$ cat config.mk
export PLATFORM = sky130hd
export DESIGN_NAME = punc_control_flat
export DESIGN_NICKNAME = d
export VERILOG_FILES = /design/src/rtl/punc_control_if.sv /design/src/rtl/punc_control.sv /design/src/flat_wrapper.sv
export SDC_FILE = /design/constraint.sdc
export NUM_CORES = 1
export LEC_CHECK = 0
export CELL_PAD_IN_SITES_DETAIL_PLACEMENT = 1
export CELL_PAD_IN_SITES_GLOBAL_PLACEMENT = 2
export CORE_ASPECT_RATIO = 2
export CORE_MARGIN = 5
export CORE_UTILIZATION = 16
export CTS_BUF_LIST = sky130_fd_sc_hd__clkbuf_8
export CTS_CLUSTER_SIZE = 25
export DETAILED_ROUTE_END_ITERATION = 6
export GPL_TIMING_DRIVEN = 0
export PLACE_DENSITY_LB_ADDON = 0.3
export SYNTH_ARGS = -nofsm -noshare
export SYNTH_HDL_FRONTEND = slang
export SYNTH_SLANG_ARGS = --single-unit
export TNS_END_PERCENT = 20
$ cat constraint.sdc
create_clock -name clk -period 3.4 [get_ports clk]
set_input_delay 1.02 -clock clk [delete_from_list [all_inputs] [get_ports clk]]
set_output_delay 1.02 -clock clk [all_outputs]
set_load 0.005 [all_outputs]
$ cat src/rtl/punc_control_if.sv
// ============================================================================
//  punc_control_if : control/status bundle between the PUnC controller and
//  its datapath. Revision: 1.0
// ============================================================================
`default_nettype none

interface punc_control_if;
  logic [15:0] ir;
  logic        n;
  logic        z;
  logic        p;
  logic        mem_w_en;
  logic [1:0]  mem_w_addr_sel;
  logic        mem_w_data_sel;
  logic [1:0]  mem_r_addr_sel;
  logic        rf_w_en;
  logic        rf_r0_addr_sel;
  logic        rf_r1_addr_sel;
  logic [1:0]  rf_w_data_sel;
  logic        rf_w_addr_sel;
  logic        ir_ld;
  logic        pc_ld;
  logic        pc_clr;
  logic        pc_inc;
  logic [1:0]  pc_ld_data_sel;
  logic [2:0]  alu_sel;
  logic        cond_ld;
  logic        cond_ld_data_sel;
  logic        ldi_reg_ld;
  logic        halted;

  // Controller side
  modport master (
    input  ir, n, z, p,
    output mem_w_en, mem_w_addr_sel, mem_w_data_sel, mem_r_addr_sel,
           rf_w_en, rf_r0_addr_sel, rf_r1_addr_sel, rf_w_data_sel, rf_w_addr_sel,
           ir_ld, pc_ld, pc_clr, pc_inc, pc_ld_data_sel, alu_sel,
           cond_ld, cond_ld_data_sel, ldi_reg_ld, halted
  );

  // Datapath side
  modport slave (
    output ir, n, z, p,
    input  mem_w_en, mem_w_addr_sel, mem_w_data_sel, mem_r_addr_sel,
           rf_w_en, rf_r0_addr_sel, rf_r1_addr_sel, rf_w_data_sel, rf_w_addr_sel,
           ir_ld, pc_ld, pc_clr, pc_inc, pc_ld_data_sel, alu_sel,
           cond_ld, cond_ld_data_sel, ldi_reg_ld, halted
  );
endinterface

`default_nettype wire

$ cat src/rtl/punc_control.sv
// ============================================================================
//  punc_control : LC3 (PUnC) control FSM, outputs decoded from state and IR.
//  Optional macro PUNC_CTRL_PERF_EN adds the instr_retired counter port.
//  Revision: 1.0
// ============================================================================
`default_nettype none

module punc_control #(
  parameter logic [3:0] HALT_OPCODE = 4'b1111
) (
  input  logic              clk,
  input  logic              rst,
  punc_control_if.master    bus
`ifdef PUNC_CTRL_PERF_EN
  ,
  output logic [15:0]       instr_retired
`endif
);

  localparam logic [3:0] c_OP_BR  = 4'b0000;
  localparam logic [3:0] c_OP_ADD = 4'b0001;
  localparam logic [3:0] c_OP_LD  = 4'b0010;
  localparam logic [3:0] c_OP_ST  = 4'b0011;
  localparam logic [3:0] c_OP_JSR = 4'b0100;
  localparam logic [3:0] c_OP_AND = 4'b0101;
  localparam logic [3:0] c_OP_LDR = 4'b0110;
  localparam logic [3:0] c_OP_STR = 4'b0111;
  localparam logic [3:0] c_OP_NOT = 4'b1001;
  localparam logic [3:0] c_OP_LDI = 4'b1010;
  localparam logic [3:0] c_OP_STI = 4'b1011;
  localparam logic [3:0] c_OP_JMP = 4'b1100;
  localparam logic [3:0] c_OP_LEA = 4'b1110;

  localparam logic [2:0] c_ALU_ADD  = 3'd0;
  localparam logic [2:0] c_ALU_ADDI = 3'd1;
  localparam logic [2:0] c_ALU_NOT  = 3'd2;
  localparam logic [2:0] c_ALU_AND  = 3'd3;
  localparam logic [2:0] c_ALU_ANDI = 3'd4;

  typedef enum logic [2:0] {
    S_INIT   = 3'd0,
    S_FETCH  = 3'd1,
    S_DECODE = 3'd2,
    S_EXEC   = 3'd3,
    S_EXEC2  = 3'd4,
    S_HALT   = 3'd5
  } state_e;

  state_e     state_q;
  state_e     state_d;
  logic [3:0] w_opcode;
  logic       w_br_taken;

  assign w_opcode   = bus.ir[15:12];
  assign w_br_taken = (bus.ir[11] & bus.n) | (bus.ir[10] & bus.z) | (bus.ir[9] & bus.p);

  always_ff @(posedge clk or negedge rst) begin
    if (!rst) state_q <= S_INIT;
    else      state_q <= state_d;
  end

  always_comb begin
    state_d              = state_q;
    bus.mem_w_en         = 1'b0;
    bus.mem_w_addr_sel   = 2'd0;
    bus.mem_w_data_sel   = 1'b0;
    bus.mem_r_addr_sel   = 2'd0;
    bus.rf_w_en          = 1'b0;
    bus.rf_r0_addr_sel   = 1'b0;
    bus.rf_r1_addr_sel   = 1'b0;
    bus.rf_w_data_sel    = 2'd0;
    bus.rf_w_addr_sel    = 1'b0;
    bus.ir_ld            = 1'b0;
    bus.pc_ld            = 1'b0;
    bus.pc_clr           = 1'b0;
    bus.pc_inc           = 1'b0;
    bus.pc_ld_data_sel   = 2'd0;
    bus.alu_sel          = 3'd0;
    bus.cond_ld          = 1'b0;
    bus.cond_ld_data_sel = 1'b0;
    bus.ldi_reg_ld       = 1'b0;
    bus.halted           = 1'b0;

    unique case (state_q)
      S_INIT: begin
        bus.pc_clr = 1'b1;
        state_d    = S_FETCH;
      end
      S_FETCH: begin
        bus.ir_ld  = 1'b1;
        bus.pc_inc = 1'b1;
        state_d    = S_DECODE;
      end
      S_DECODE: begin
        state_d = (w_opcode == HALT_OPCODE) ? S_HALT : S_EXEC;
      end
      S_EXEC: begin
        state_d = S_FETCH;
        case (w_opcode)
          c_OP_ADD, c_OP_AND: begin
            if (w_opcode == c_OP_ADD) bus.alu_sel = bus.ir[5] ? c_ALU_ADDI : c_ALU_ADD;
            else                      bus.alu_sel = bus.ir[5] ? c_ALU_ANDI : c_ALU_AND;
            bus.rf_w_en = 1'b1;
            bus.cond_ld = 1'b1;
          end
          c_OP_NOT: begin
            bus.alu_sel = c_ALU_NOT;
            bus.rf_w_en = 1'b1;
            bus.cond_ld = 1'b1;
          end
          c_OP_BR: begin
            bus.pc_ld = w_br_taken;
          end
          c_OP_JMP: begin
            bus.pc_ld          = 1'b1;
            bus.pc_ld_data_sel = 2'd1;
          end
          c_OP_JSR: begin
            // R7 captures the already-incremented PC on the same edge PC jumps
            bus.rf_w_en        = 1'b1;
            bus.rf_w_addr_sel  = 1'b1;
            bus.rf_w_data_sel  = 2'd2;
            bus.pc_ld          = 1'b1;
            bus.pc_ld_data_sel = bus.ir[11] ? 2'd2 : 2'd1;
          end
          c_OP_LD, c_OP_LDR: begin
            bus.mem_r_addr_sel   = (w_opcode == c_OP_LD) ? 2'd1 : 2'd2;
            bus.rf_w_en          = 1'b1;
            bus.rf_w_data_sel    = 2'd1;
            bus.cond_ld          = 1'b1;
            bus.cond_ld_data_sel = 1'b1;
          end
          c_OP_LEA: begin
            bus.rf_w_en          = 1'b1;
            bus.rf_w_data_sel    = 2'd3;
            bus.cond_ld          = 1'b1;
            bus.cond_ld_data_sel = 1'b1;
          end
          c_OP_ST, c_OP_STR: begin
            bus.mem_w_en       = 1'b1;
            bus.mem_w_addr_sel = (w_opcode == c_OP_ST) ? 2'd0 : 2'd1;
            bus.rf_r0_addr_sel = 1'b1;
            bus.rf_r1_addr_sel = (w_opcode == c_OP_STR);
          end
          c_OP_STI: begin
            bus.mem_r_addr_sel = 2'd1;
            bus.mem_w_en       = 1'b1;
            bus.mem_w_addr_sel = 2'd2;
            bus.rf_r0_addr_sel = 1'b1;
          end
          c_OP_LDI: begin
            bus.mem_r_addr_sel = 2'd1;
            bus.ldi_reg_ld     = 1'b1;
            state_d            = S_EXEC2;
          end
          default: ;
        endcase
      end
      S_EXEC2: begin
        bus.mem_r_addr_sel   = 2'd3;
        bus.rf_w_en          = 1'b1;
        bus.rf_w_data_sel    = 2'd1;
        bus.cond_ld          = 1'b1;
        bus.cond_ld_data_sel = 1'b1;
        state_d              = S_FETCH;
      end
      S_HALT: begin
        bus.halted = 1'b1;
      end
      default: state_d = S_INIT;
    endcase
  end

`ifdef PUNC_CTRL_PERF_EN
  logic [15:0] retired_q;
  logic        w_retire;

  assign w_retire = ((state_q == S_EXEC) || (state_q == S_EXEC2)) && (state_d == S_FETCH);

  always_ff @(posedge clk or negedge rst) begin
    if (!rst)          retired_q <= 16'd0;
    else if (w_retire) retired_q <= retired_q + 16'd1;
  end

  assign instr_retired = retired_q;
`endif

endmodule

`default_nettype wire

$ cat src/flat_wrapper.sv
// flat-port wrapper written by rule: the top's interface ports become plain ports
module punc_control_flat 
#(
  parameter logic [3:0] HALT_OPCODE = 4'b1111
)
  (clk, rst, bus_ir, bus_n, bus_z, bus_p, bus_mem_w_en, bus_mem_w_addr_sel, bus_mem_w_data_sel, bus_mem_r_addr_sel, bus_rf_w_en, bus_rf_r0_addr_sel, bus_rf_r1_addr_sel, bus_rf_w_data_sel, bus_rf_w_addr_sel, bus_ir_ld, bus_pc_ld, bus_pc_clr, bus_pc_inc, bus_pc_ld_data_sel, bus_alu_sel, bus_cond_ld, bus_cond_ld_data_sel, bus_ldi_reg_ld, bus_halted);
  punc_control_if bus_i ();
  input  logic clk;
  input  logic rst;
  input wire logic [$bits(bus_i.ir)-1:0] bus_ir;
  input wire logic [$bits(bus_i.n)-1:0] bus_n;
  input wire logic [$bits(bus_i.z)-1:0] bus_z;
  input wire logic [$bits(bus_i.p)-1:0] bus_p;
  output wire logic [$bits(bus_i.mem_w_en)-1:0] bus_mem_w_en;
  output wire logic [$bits(bus_i.mem_w_addr_sel)-1:0] bus_mem_w_addr_sel;
  output wire logic [$bits(bus_i.mem_w_data_sel)-1:0] bus_mem_w_data_sel;
  output wire logic [$bits(bus_i.mem_r_addr_sel)-1:0] bus_mem_r_addr_sel;
  output wire logic [$bits(bus_i.rf_w_en)-1:0] bus_rf_w_en;
  output wire logic [$bits(bus_i.rf_r0_addr_sel)-1:0] bus_rf_r0_addr_sel;
  output wire logic [$bits(bus_i.rf_r1_addr_sel)-1:0] bus_rf_r1_addr_sel;
  output wire logic [$bits(bus_i.rf_w_data_sel)-1:0] bus_rf_w_data_sel;
  output wire logic [$bits(bus_i.rf_w_addr_sel)-1:0] bus_rf_w_addr_sel;
  output wire logic [$bits(bus_i.ir_ld)-1:0] bus_ir_ld;
  output wire logic [$bits(bus_i.pc_ld)-1:0] bus_pc_ld;
  output wire logic [$bits(bus_i.pc_clr)-1:0] bus_pc_clr;
  output wire logic [$bits(bus_i.pc_inc)-1:0] bus_pc_inc;
  output wire logic [$bits(bus_i.pc_ld_data_sel)-1:0] bus_pc_ld_data_sel;
  output wire logic [$bits(bus_i.alu_sel)-1:0] bus_alu_sel;
  output wire logic [$bits(bus_i.cond_ld)-1:0] bus_cond_ld;
  output wire logic [$bits(bus_i.cond_ld_data_sel)-1:0] bus_cond_ld_data_sel;
  output wire logic [$bits(bus_i.ldi_reg_ld)-1:0] bus_ldi_reg_ld;
  output wire logic [$bits(bus_i.halted)-1:0] bus_halted;
  assign bus_i.ir = bus_ir;
  assign bus_i.n = bus_n;
  assign bus_i.z = bus_z;
  assign bus_i.p = bus_p;
  assign bus_mem_w_en = bus_i.mem_w_en;
  assign bus_mem_w_addr_sel = bus_i.mem_w_addr_sel;
  assign bus_mem_w_data_sel = bus_i.mem_w_data_sel;
  assign bus_mem_r_addr_sel = bus_i.mem_r_addr_sel;
  assign bus_rf_w_en = bus_i.rf_w_en;
  assign bus_rf_r0_addr_sel = bus_i.rf_r0_addr_sel;
  assign bus_rf_r1_addr_sel = bus_i.rf_r1_addr_sel;
  assign bus_rf_w_data_sel = bus_i.rf_w_data_sel;
  assign bus_rf_w_addr_sel = bus_i.rf_w_addr_sel;
  assign bus_ir_ld = bus_i.ir_ld;
  assign bus_pc_ld = bus_i.pc_ld;
  assign bus_pc_clr = bus_i.pc_clr;
  assign bus_pc_inc = bus_i.pc_inc;
  assign bus_pc_ld_data_sel = bus_i.pc_ld_data_sel;
  assign bus_alu_sel = bus_i.alu_sel;
  assign bus_cond_ld = bus_i.cond_ld;
  assign bus_cond_ld_data_sel = bus_i.cond_ld_data_sel;
  assign bus_ldi_reg_ld = bus_i.ldi_reg_ld;
  assign bus_halted = bus_i.halted;
  punc_control #(.HALT_OPCODE(HALT_OPCODE)) u_core (.clk(clk), .rst(rst), .bus(bus_i));
endmodule
[After elaboration in Yosys (flattened, before gate mapping)]
Cells that the tools add are included.
Storage, ports and cells
  logic and storage cells: 74
  bits of input ports: 21
  output and inout port bits: 25
  bits in registers: 3
Cells by class
  multiplexer cells: 38
  equal/unequal tests: 18
  reductions and logical operators: 12
  bitwise logic cells: 5
Operators with widths (count)
  4-bit equality test, second input constant: 6
  2-bit case mux with 2 select lines: 5
  1-bit two-way mux: 17
  4-bit by 3-bit equality test with 1-bit output, second input constant: 4
  3-bit two-way mux: 5
  3-bit case mux with 5 select lines: 1
  2-bit OR reduction: 6
  4-bit by 2-bit equality test with 1-bit output, second input constant: 2
  2-bit two-way mux: 4
  1-bit case mux with 2 select lines: 4
  7-bit OR reduction: 1
  3-bit by 2-bit equality test with 1-bit output, second input constant: 2
  3-bit equality test, second input constant: 2
  2-bit case mux with 3 select lines: 1
  3-bit case mux with 2 select lines: 1
  3-bit OR reduction: 2
  6-bit OR reduction: 1
  4-bit by 1-bit equality test with 1-bit output, second input constant: 1
  4-bit logical NOT: 1
  1-bit AND: 3
  3-bit by 1-bit equality test with 1-bit output, second input constant: 1
  3-bit logical NOT: 1
  1-bit OR: 2

[Longest topological paths before layout]
  word-level depth: 5
  gate-level depth with buffers: 6
  depth with buffers taken out: 5

[Least setup slack after synthesis]
No wires, ideal clock.
  path kind: input-to-output
  start point: input bus_ir[13]
  end point: output bus_alu_sel[0]
  arrival time: 2.247 ns
  setup slack: 0.133 ns
  buffers on the path: 1
  stages on the path: 5
  required time: 2.380 ns
  path through: clkbuf_8 nand2b_1 or3_1 ha_1 nor4_1
Between the ends
  cells in the longest elaborated chain, start to end: 4
  elaborated cells on any way between the ends: 7
  those cells by class: eq/ne: 3; mux: 3; reduce/logical: 1
Ends and longest elaborated chain
  start: declaration: RTL line flat_wrapper.sv:10  | input wire logic [$bits(bus_i.ir)-1:0] bus_ir;
  4-bit by 1-bit equality test with 1-bit output / 4-bit by 3-bit equality test with 1-bit output (equally long branches): RTL line punc_control.sv:99, punc_control.sv:101
  3-bit two-way mux / 2-bit OR reduction (equally long branches)
  3-bit case mux with 2 select lines *: RTL line punc_control.sv:99  | case (w_opcode)
  3-bit two-way mux *: RTL line punc_control.sv:84  | unique case (state_q)
  end: declaration: RTL line flat_wrapper.sv:28  | output wire logic [$bits(bus_i.alu_sel)-1:0] bus_alu_sel;
Mark *: on every way between the ends. The rest lies on a longest branch, timed or not.

[Final worst setup path]
  start point: input bus_ir[14]
  end point: output bus_alu_sel[2]
The elaborated chain is that of the path after synthesis.

==> impl_metrics.yaml <==
outcome:
  status: "finished, final reports clean"
critical_path:
  cp_data_required_time_ns: 2.38
  worstPathMaxFanout: 10
  slowest_stage: "or3_4"
  timing.critical_path.slowest_cell_delay_ns: 0.41
  crit_path_start_kind: "input port"
  crit_path_start: "bus_ir[14]"
  rrSetupSlack_ns: 2.03
  crit_type: "input port to output pin"
  worstSetupEndpoint: "bus_alu_sel[2]"
  worst-endpoint-arrival_ns: 2.38
  cp_common_cell: "dlygate4sd2_1"
  critPathCaptureType: "output pin"
  worstReg2RegEnd: "u_core.state_q[2]"
  reg2reg_from: "u_core.state_q[0]"
  crit_chain: "dlygate4sd2_1 -> buf_6 -> or3_4 -> ha_2 -> inv_1 -> nor4_1 -> dlygate4sd2_1"
  worstRegToRegCells: 3
global_routing:
  grt_pass1_wl_mm: 3.64
  grt_usage_pct: 9.60
  grt_antenna_before_repair: 0
  grt_pass1_vias: 805
  grt_remaining_overflow: 0
  grt_start_max_net_pins: 11
die:
  number_of_placed_i_o_pins: 46
  die_area_sq_um: 4900
  die-width_um: 52.1
  floorplan.initialDensity_pct: 16.6
  dieHeight_um: 94.2
  core_area_sq_um: 3420
  num_rows: 30
finish:
  final_layout_size_suffix_gt1_share_pct: 24.8
  layout_top_registers: "u_core.state_q (3)"
  largest_register_ff_count: 3
  utilization_pct: 30.7
  top_register: "u_core.state_q"
  nNetsFinal: 137
  final_cell_mix: "clkdlybuf4s50_1 (25), nand2_1 (7), nor2_1 (6), dlygate4sd2_1 (6)"
  commonest_non_fill_non_tap_cell_in_the_layout: "clkdlybuf4s50_1"
  finish.instance_area_sq_um: 1050
  inserted_diodes: 0
  areaGrowthSynthToFinish_pct: 85.2
power:
  fin_total_pwr_mw: 0.467
  power-per-cell-area_nw_per_um2: 445
  power_leakage_nw: 0.474
  max_vdd_drop_mv: 0.146
route:
  met3RoutedLength_um: 99
  post-route-drc-count: 0
  amount_of_wire_on_met2_after_detailed_routing_mm: 1.25
  route.vias.total: 666
  wirelength_met1_um: 750
  postRouteWirelength_mm: 2.13
  drt.antenna.violating_nets: 0
  wire_per_inst_um: 13.2
  drt_pass1_iterations: 4
  route.top_layer_used: "met4"
  route.detailed.vias_per_inst: 4.14
  initialDrtViolationCount: 9
logic_synthesis:
  post_synth_main_area_contributors: "dfrtp_1 (13%), buf_4 (5.3%), clkbuf_8 (4.9%)"
  synth_fp_nets: 98
  mappedNetlistArea_sq_um: 567
  synthSimpleGateAreaFrac_pct: 49.4
  synthesis.area_per_instance_sq_um: 7.56
  synthDominantAreaCellType: "dfrtp_1"
  yosysSeqAreaShare_pct: 13.2
  dominant_combinational_cell_family_by_area_after_synthesis: "simple AND/OR/NAND/NOR gates"
  syn_inst: 75
  synth_largest_type_area_fraction_pct: 13.2
  ys_seq_elements: 3
  synth-adder-area-share_pct: 4.42
  yosys_warnings: 0
  synthDistinctLibCells: 39
  yosys-mux-area-fraction_pct: 0
  synth_xor_area_share_pct: 1.55
  synth_compound_area_share_pct: 13.5
min_path:
  hold_start: "u_core.state_q[2]"
  timing.hold.worst.class: "register to register"
cts:
  cts_inserted_buffers: 3
  cts-htree-levels: 1
  root_buffer: "clkbuf_8"
  cts_post_setup_buffers_inserted: 0
  worst_skew_pair.late_latency_ns: 0.22
  tritoncts: "done"
  cts_buffer_depth: 2
  path_clk_slew_ns: 0.03
  cts_sinks: 3
timing:
  tcrit_tclk_final_pct: 99.9
  clock.fmax_ghz: 0.294
  worst_hold_slack_ns: 0.557
  timing.final.crit_period_ns: 3.40
  setup_violations: 0
  timing_hold_violations_final: 0
  grt_setup_unrepaired: "yes"
  setup-tns-final_ns: 0
  slew_viol_final: 0
  final.setup_skew_ns: 0.00126
place:
  dp_hpwl_mm: 1.72
  cell_area_after_placement_sq_um: 967
  place.gp.congestion: 0.661
  port-buffer-count: 34
job:
  drv.max_cap_violation_count: 0
==> per-layer routing <==
metal / GRT usage, % / vias up
li1: - / 333
met1: 9.24 / 306
met2: 18.9 / 23
met3: 1.43 / 4
met4: 3.94 / 0
met5: 0 / -
==> worst min path at each step <==
stage,to,cells after the start
floorplan,u_core.state_q[1],2
global placement,u_core.state_q[1],2
detailed placement,u_core.state_q[1],2
CTS,u_core.state_q[1],2
global route,u_core.state_q[1],2
finish,u_core.state_q[1],2
==> cell usage after synthesis, drive strengths merged <==
cell type	instances
a21boi	1
a21o	1
a21oi	3
a222oi	1
a2bb2oi	1
and2	1
and2b	1
and3	2
and3b	1
and4bb	1
buf	7
clkbuf	3
conb	1
dfrtp	3
ha	2
inv	4
nand2	7
nand2b	4
nand3	4
nand3b	2
nand4	1
nor2	6
nor2b	1
nor3	4
nor4	3
nor4b	1
o211ai	1
o21a	1
o21ai	1
o31ai	1
or3	3
or3b	1
xnor2	1
==> cell families after synthesis <==
logic type / count (synthesis)
adder cells (fa/ha/maj): 2
XOR/XNOR: 1
AO/OA/AOI/OAI: 11
AND/OR/NAND/NOR: 43
flip-flops: 3
buffers and inverters: 14
other: 1
==> critical path: cells and delay by family <==
family	cells	cell delay, ns
adders and majority gates	1	0.18
and+or+nand+nor	2	0.45
buffers and inverters	4	0.72
==> layout make-up <==
class,count,area [sq um]
multi-input combinational,58,434
inverter,4,15.0
clock buffer,3,41.3
clock inverter,1,3.75
timing repair buffer,34,325
sequential,3,75.1
buffer,10,95.1
fill,422,2370
tap,48,60.1
==> repair_timing <==
item | CTS | global route
pin swaps | 2 | 3
endpoints found under the setup margin | 18 | 7
hold buffers | 0 | 0
resized for setup | 20 | 5
endpoints found under the hold margin | 0 | 0
==> through the flow <==
| step | cells | setup slack, ns |
|---|---|---|
| after floorplan | 75 | 0.133 |
| after global placement | 157 | -0.797 |
| after detailed placement | 157 | -0.861 |
| after CTS | 161 | -0.0587 |
| after global routing | 161 | -0.0768 |
| final | 161 | 0.00284 |
==> power by group <==
group	switching [mW]	total, mW	internal (mW)
Clock	0.0256	0.103	0.0770
Sequential	0.0189	0.0685	0.0496
Combinational	0.127	0.296	0.169
Total	0.171	0.467	0.296
(Power assumes the default switching activity.)
